### src/rtl/rr_grant_arb.sv
// rr_grant_arb: round-robin arbiter, one registered one-hot grant at a time.
// Grant is held until done, owner request drop, or MAX_HOLD expiry.
module rr_grant_arb #(
  parameter int N        = 4,
  parameter int IDW      = 2,
  parameter int MAX_HOLD = 16,
  parameter int CNTW     = 8
) (
  input  logic           clk,
  input  logic           rst_n,
  input  logic [N-1:0]   req,
  input  logic           done,
  output logic [N-1:0]   gnt,
  output logic           gnt_vld,
  output logic [IDW-1:0] gnt_id,
  output logic           timeout
);

  typedef enum logic {IDLE, BUSY} state_t;

  localparam logic [CNTW-1:0] HOLD_LAST =
    (MAX_HOLD == 0) ? '0 : CNTW'(MAX_HOLD - 1);
  localparam logic [CNTW-1:0] CNT_MAX  = '1;
  localparam logic [IDW-1:0]  LAST_ID  = IDW'(N - 1);
  localparam logic [IDW:0]    N_EXT    = (IDW+1)'(N);

  state_t          state, state_nx;
  logic [IDW-1:0]  ptr, ptr_nx;
  logic [IDW-1:0]  gnt_id_nx;
  logic [CNTW-1:0] hold_cnt, hold_cnt_nx;
  logic [N-1:0]    gnt_nx;
  logic            vld_nx;
  logic            to_nx;

  logic [2*N-1:0]  req2;
  logic [N-1:0]    rot;
  logic [IDW:0]    sum;
  logic [IDW-1:0]  win;
  logic            found;

  logic            own_req;
  logic            to_hit;
  logic            rel;

  // rotate so that index ptr sits at bit 0, then take the lowest set bit
  always_comb begin
    req2  = {req, req} >> ptr;
    rot   = req2[N-1:0];
    win   = '0;
    found = 1'b0;
    sum   = '0;
    for (int i = 0; i < N; i++) begin
      if (!found && rot[i]) begin
        found = 1'b1;
        sum   = {1'b0, ptr} + (IDW+1)'(i);
        if (sum >= N_EXT) sum = sum - N_EXT;
        win   = sum[IDW-1:0];
      end
    end
  end

  assign own_req = |(req & gnt);
  assign to_hit  = (MAX_HOLD != 0) && (hold_cnt == HOLD_LAST);
  assign rel     = done || !own_req || to_hit;

  always_comb begin
    state_nx    = state;
    ptr_nx      = ptr;
    gnt_id_nx   = gnt_id;
    hold_cnt_nx = hold_cnt;
    gnt_nx      = gnt;
    vld_nx      = gnt_vld;
    to_nx       = 1'b0;
    unique case (state)
      IDLE: begin
        if (found) begin
          state_nx    = BUSY;
          gnt_nx      = N'(1) << win;
          vld_nx      = 1'b1;
          gnt_id_nx   = win;
          hold_cnt_nx = '0;
        end
      end
      BUSY: begin
        if (rel) begin
          state_nx    = IDLE;
          gnt_nx      = '0;
          vld_nx      = 1'b0;
          hold_cnt_nx = '0;
          ptr_nx      = (gnt_id == LAST_ID) ? '0 : gnt_id + 1'b1;
          to_nx       = to_hit && !done && own_req;
        end else if (hold_cnt != CNT_MAX) begin
          hold_cnt_nx = hold_cnt + 1'b1;
        end
      end
      default: state_nx = IDLE;
    endcase
  end

  always_ff @(posedge clk) begin
    if (!rst_n) begin
      state    <= IDLE;
      ptr      <= '0;
      hold_cnt <= '0;
      gnt      <= '0;
      gnt_vld  <= 1'b0;
      gnt_id   <= '0;
      timeout  <= 1'b0;
    end else begin
      state    <= state_nx;
      ptr      <= ptr_nx;
      hold_cnt <= hold_cnt_nx;
      gnt      <= gnt_nx;
      gnt_vld  <= vld_nx;
      gnt_id   <= gnt_id_nx;
      timeout  <= to_nx;
    end
  end

endmodule

### config.mk
export PLATFORM = sky130hd
export DESIGN_NAME = rr_grant_arb
export DESIGN_NICKNAME = d
export VERILOG_FILES = /design/src/rtl/rr_grant_arb.sv
export SDC_FILE = /design/constraint.sdc
export NUM_CORES = 1
export LEC_CHECK = 0
export CAP_MARGIN = 20
export CORE_ASPECT_RATIO = 0.6
export CORE_MARGIN = 2
export CORE_UTILIZATION = 40
export DETAILED_ROUTE_END_ITERATION = 10
export PLACE_DENSITY = 0.64
export SLEW_MARGIN = 20
export SYNTH_ARGS = -nofsm -noshare
export SYNTH_HDL_FRONTEND = slang
export SYNTH_SLANG_ARGS = --single-unit
### constraint.sdc
create_clock -name clk -period 1.8 [get_ports clk]
set_clock_uncertainty 0.2 [all_clocks]
set_input_delay 0.36 -clock clk [delete_from_list [all_inputs] [get_ports clk]]
set_output_delay 0.36 -clock clk [all_outputs]
set_load 0.005 [all_outputs]
==> results of run 1 <==
[through the flow]
stage	hold WS (ns)	TNS, ns
after floorplan	0.248	0
after global placement	0.246	-5.98
after detailed placement	0.257	-7.33
after CTS	0.266	-0.0677
after global routing	0.304	-0.388
final	0.276	-0.140
[state kept, by name (all words and copies together) (netlist names)]
name / count
gnt: 4
gnt_id: 2
gnt_vld: 1
state: 1
ptr: 2
timeout: 1
hold_cnt: 8
[metal layers]
layer	wire [um]	vias to the layer above	part of all wire, %
met5	0	-	0
met4	94	0	2.7
met3	220	8	6.3
met2	1650	33	47
met1	1540	567	44
li1	-	557	-
[path summary, 6_finish.rpt]
kind                             from              endpoint  slack (ns)
min              gnt_vld$_SDFFE_PN0P_  gnt_vld$_SDFFE_PN0P_        0.28
max          hold_cnt[7]$_SDFFE_PN0P_   ptr[1]$_SDFFE_PN0P_       -0.07
min reg2reg      gnt_vld$_SDFFE_PN0P_  gnt_vld$_SDFFE_PN0P_        0.28
max reg2reg  hold_cnt[7]$_SDFFE_PN0P_   ptr[1]$_SDFFE_PN0P_       -0.07
[final cells by class]
| cell class | instances | area [um2] | area share [%] |
|---|---|---|---|
| Multi-Input combinational cell | 87 | 741 | 45.2 |
| Timing Repair Buffer | 49 | 404 | 24.6 |
| Sequential cell | 19 | 392 | 23.9 |
| Clock buffer | 4 | 45.0 | 2.75 |
| Tap cell | 32 | 40.0 | 2.44 |
| Inverter | 5 | 18.8 | 1.14 |
[cells by family after synthesis]
kind of cell | Yosys count | synth area share [%]
AOI/OAI and AO/OA | 40 | 31.2
adders and majority gates | 2 | 2.40
buffers and inverters | 9 | 3.60
DFF | 19 | 36.5
muxes | 5 | 4.80
and+or+nand+nor | 40 | 21.5
[repair_timing]
item,4_1_cts,5_1_grt
resized for setup,9,35
endpoints found under the hold margin,0,0
endpoints found under the setup margin,16,16
pin swaps,2,11
setup buffers,2,1
[power groups by stage]
stage / Combinational [mW] / Sequential [mW] / Clock [mW]
3_5_place_dp: 0.188 / 0.469 / 0
6_report: 0.204 / 0.462 / 0.294
5_1_grt: 0.219 / 0.466 / 0.319
3_3_place_gp: 0.182 / 0.467 / 0
2_1_floorplan: 0.0879 / 0.463 / 0
4_1_cts: 0.189 / 0.459 / 0.303
[cell usage in the layout, fill, tap and decap left out, drive strengths merged, types with 2 or more instances in the layout]
master and instances:
a21oi 10, and2 2, inv 5, ha 2, clkdlybuf4s15 3, o22ai 2
or2 2, mux2i 5, dfxtp 19, nor2 5, o21a 2, or3 3
a311oi 3, a32o 4, nand2 10, nor4 4, clkbuf 5, nand3 2
clkdlybuf4s50 9, a2111oi 3, nand4 2, nor3 5, buf 35, nand2b 2
a41oi 2, a22oi 2, o21ai 3
[worst max-delay path: cells and delay by family, from the launching register on]
family,cells,cell delay [ns]
and+or+nand+nor,2,0.84
DFF,1,0.31
AOI/OAI and AO/OA,1,0.24
muxes,1,0.21
==> results.json, run 1 <==
{
  "outcome": "finished, violations left",
  "violations": "negative setup slack",
  "r2r_cells": 4,
  "end_kind": "register",
  "drt-initial-drc-count": 95,
  "ys_seq_area_share_pct": 36.5,
  "final_cell_count_no_fill": 196,
  "synth_top_area_share_pct": 36.5,
  "synthFlopType": "dfxtp_1",
  "ys_seq_elements": 19,
  "synth_area_mm2": 0.00104,
  "grt_util_met3_pct": 6.98,
  "final_util_pct": 65.9,
  "finalCritPeriodShare_pct": 104,
  "fin_nets": 174,
  "dp_hpwl_mm": 2.46,
  "core.rowCount": 14,
  "switching_power_mw": 0.256,
  "wl_mm": 3.51,
  "crit_chain": "or3_4, or3_4, a21oi_4, mux2i_1",
  "portBuffers": 14,
  "cp_common_cell": "or3_4",
  "internal-power_mw": 0.705,
  "synth_cell_type_count": 44,
  "dpl-instance-area_mm2": 0.00145,
  "n_antenna_cell": 0,
  "p_leak_nw": 0.604,
  "synth_top_cell_by_area": "dfxtp_1",
  "core_mm2": 0.00249,
  "worst_pin_slew_ns": 0.474,
  "p_clk_share_pct": 30.6,
  "ys_warn_count": 0,
  "syn_nets": 124,
  "hold_violations": 0,
  "wl_per_cell_um": 17.9,
  "min_path_type": "register to register",
  "synth.top_cells.by_count": "dfxtp_1, nand2_1, a21oi_1",
  "synthMostInstantiatedCell": "dfxtp_1",
  "gr-total-overflow": 0,
  "cts_buffers": 3,
  "synth.area.top_cells": "dfxtp_1, mux2i_1, a21oi_1",
  "grt_pass1_vias": 1101,
  "clock-root-buffer": "clkbuf_8",
  "use_met1_pct": 29.6,
  "cts_tree": "yes",
  "synth-async-reset-ratio_pct": 0,
  "combPwrFrac_pct": 21.3,
  "critPathRequiredTime_ns": 1.78,
  "die-area_mm2": 0.00304,
  "grt_max_degree": 13,
  "grtUsageMet2_pct": 39.6,
  "fmax_mhz": 533,
  "critical_path.max_fanout": 4,
  "gp_congestion": 0.881,
  "period_minus_slack_ns": 1.87,
  "ios": 15,
  "synth-edff-count": 0,
  "grt_use_total_pct": 23.2,
  "drc": 0,
  "cp-start-kind": "register",
  "initial_utilization_pct": 41.9,
  "arrival_ns": 1.86,
  "cap_violations": 0,
  "finalSetupViolCount": 3,
  "dr.pass1.iters": 4,
  "antenna_found_initial": 0,
  "cts-htree-levels": 1,
  "power_density_mw_per_mm2": 585,
  "swShare_pct": 26.6,
  "max_slew_margin_pct": 68.4,
  "fp.dieH_um": 43.5,
  "clock_path_buffers": 2,
  "worst_slack_ns": -0.0746,
  "drive_above_1_share_pct": 44.5,
  "ant_nets": 0,
  "dp_cells": 189,
  "p_seq_share_pct": 48.1,
  "clkTransAtPathRegs_ns": 0.07,
  "max-vdd-ir-drop_mv": 0.446,
  "grt_setup_unrepaired": "true",
  "vias": 1165,
  "slew_violations": 0,
  "nFillCells": 206,
  "preCtsSetupSlack_ns": -0.545,
  "synth_cells": 115,
  "max_stage_delay_ns": 0.44,
  "area_delta_synth_final_pct": 57.4,
  "slowest_stage": "or3_4",
  "fin_area_mm2": 0.00164,
  "path_class": "register to register",
  "cts_hold_buf": 0,
  "grt_pass1_wl_mm": 5.35,
  "hold_depth": 2,
  "chipWidth_um": 69.9,
  "viasPerCell": 5.94,
  "p_total_mw": 0.960,
  "clock_sinks": 19,
  "clkLatencyLatePin_ns": 0.25,
  "syn-mean-instance-area_um2": 9.06,
  "busiest_layer": "met2"
}
Note: power is estimated with default switching activity, not from simulation.
==> inputs of run 2 (changes only) <==
--- a/config.mk
+++ b/config.mk
@@ -9,6 +9,7 @@
 export CORE_ASPECT_RATIO = 0.6
 export CORE_MARGIN = 2
 export CORE_UTILIZATION = 40
+export CTS_BUF_LIST = sky130_fd_sc_hd__clkbuf_16
 export DETAILED_ROUTE_END_ITERATION = 10
 export PLACE_DENSITY = 0.64
 export SLEW_MARGIN = 20
==> run 2 against run 1 <==
  * The run still ends with negative setup slack left
  * Register-to-register slack gained 0.07 ns
  * Combinational power fell by 5%
  * Via count down 2.1%
  * Flip-flop and latch count did not move
  * Cell area is 1.8% lower
  * Count of clock-buffer cells in the layout is 1 lower
  * Critical path type unchanged
  * Largest power group unchanged
  * Highest routed layer unchanged
==> results.json, run 2 (synthesis gave the netlist of run 1 again) <==
{
  "outcome": "finished, violations left",
  "violations": "negative setup slack",
  "core_mm2": 0.00249,
  "clock-root-buffer": "clkbuf_16",
  "gp_congestion": 0.881,
  "cts_hold_buf": 0,
  "grt_setup_unrepaired": "true",
  "max_slew_margin_pct": 73.6,
  "dr.pass1.iters": 4,
  "grt_max_degree": 13,
  "cts_buffers": 3,
  "viasPerCell": 5.88,
  "final_cell_mix": "buf_4, nand2_1, dfxtp_1",
  "critical_path.max_fanout": 4,
  "p_leak_nw": 0.615,
  "grt_use_total_pct": 23.0,
  "reg_top3": "hold_cnt (8), gnt (4)",
  "worst_slack_ns": -0.00871,
  "largest_register": "hold_cnt",
  "vias": 1141,
  "period_minus_slack_ns": 1.81,
  "max_stage_delay_ns": 0.40,
  "grt_pass1_vias": 1091,
  "wl_per_cell_um": 16.8,
  "finalSetupViolCount": 1,
  "core.rowCount": 14,
  "portBuffers": 14,
  "path_buf_inv": 0,
  "drt-initial-drc-count": 66,
  "cts_tree": "yes",
  "power_density_mw_per_mm2": 687,
  "max-vdd-ir-drop_mv": 0.534,
  "fp.dieH_um": 43.5,
  "wl_mm": 3.26,
  "initial_utilization_pct": 41.9,
  "clock_path_buffers": 2,
  "hold_violations": 0,
  "clock_sinks": 19,
  "finalCritPeriodShare_pct": 100,
  "cap_violations": 0,
  "cts-htree-levels": 1,
  "fin_area_mm2": 0.00161,
  "slowest_stage": "or3_4",
  "dp_hpwl_mm": 2.46,
  "slew_violations": 0,
  "drive_above_1_share_pct": 41.4,
  "gr-total-overflow": 0,
  "cp_common_cell": "or3_4",
  "end_kind": "register",
  "setup_tns_ns": -0.00871,
  "chipWidth_um": 69.9,
  "drc": 0,
  "min_path_type": "register to register",
  "path_delay_family": "simple AND/OR/NAND/NOR gates",
  "antenna_found_initial": 0,
  "grt_pass1_wl_mm": 5.20,
  "crit_chain": "or3_4, or3_4, a21oi_4, mux2i_1",
  "cp-start-kind": "register",
  "fmax_mhz": 553,
  "p_total_mw": 1.11,
  "path_class": "register to register",
  "ios": 15,
  "clkTransAtPathRegs_ns": 0.05,
  "largest_register_ffs": 8,
  "preCtsSetupSlack_ns": -0.545,
  "area_delta_synth_final_pct": 54.6,
  "fin_nets": 172,
  "final_common_cell": "buf_4",
  "n_antenna_cell": 0,
  "die-area_mm2": 0.00304,
  "dpl-instance-area_mm2": 0.00145,
  "critPathRequiredTime_ns": 1.78,
  "ant_nets": 0,
  "clkLatencyLatePin_ns": 0.25,
  "worst_pin_slew_ns": 0.396,
  "arrival_ns": 1.79
}
-- run 2: path summary, 6_finish.rpt --
check	end	slack, ns	from	depth (start not counted)
worst min-delay path	gnt_vld$_SDFFE_PN0P_	0.26	gnt_vld$_SDFFE_PN0P_	2
worst max register to register	ptr[1]$_SDFFE_PN0P_	-0.009	hold_cnt[7]$_SDFFE_PN0P_	4
worst max-delay path	ptr[1]$_SDFFE_PN0P_	-0.009	hold_cnt[7]$_SDFFE_PN0P_	4
worst min register to register	gnt_vld$_SDFFE_PN0P_	0.26	gnt_vld$_SDFFE_PN0P_	2
-- run 2: metal layers --
layer / track usage, % / part of all wire (%)
met3: 5.58 / 4.4
met1: 30.0 / 49
met5: 0 / 0
met2: 37.1 / 45
met4: 10.0 / 1.5
-- run 2: layout make-up --
type                    instances  area [um2]
fillers                       214         876
multi-input cells              87         703
flip-flops and latches         19         392
repair buffers                 47         379
clock buffers                   3        75.1
well taps                      32        40.0
inverters                       5        18.8
clock inverters                 1        3.75
-- run 2: through the flow --
| step | hold WS, ns | std cells | util, % |
|---|---|---|---|
| final | 0.264 | 194 | 64.8 |
| after global routing | 0.290 | 194 | 64.8 |
| after floorplan | 0.248 | 115 | - |
| after CTS | 0.263 | 194 | 62.0 |
| after global placement | 0.246 | 189 | 58.4 |
| after detailed placement | 0.257 | 189 | 58.4 |
-- run 2: power breakdown --
part	internal (mW)	switching (mW)
Clock	0.296	0.157
Combinational	0.100	0.0930
Sequential	0.443	0.0198
-- run 2: what timing repair did --
| action | 4_1_cts | 5_1_grt |
|---|---|---|
| endpoints found under the setup margin | 16 | 15 |
| buffers inserted | 1 | 0 |
| resized for setup | 9 | 26 |
| gates cloned | 0 | 0 |
| pin swaps | 2 | 6 |
-- run 2: worst register-to-register path: stages (launching register included) --
cell and delay, ns:
dfxtp_1 0.31, or3_4 0.40, or3_4 0.39, a21oi_4 0.24, mux2i_1 0.21
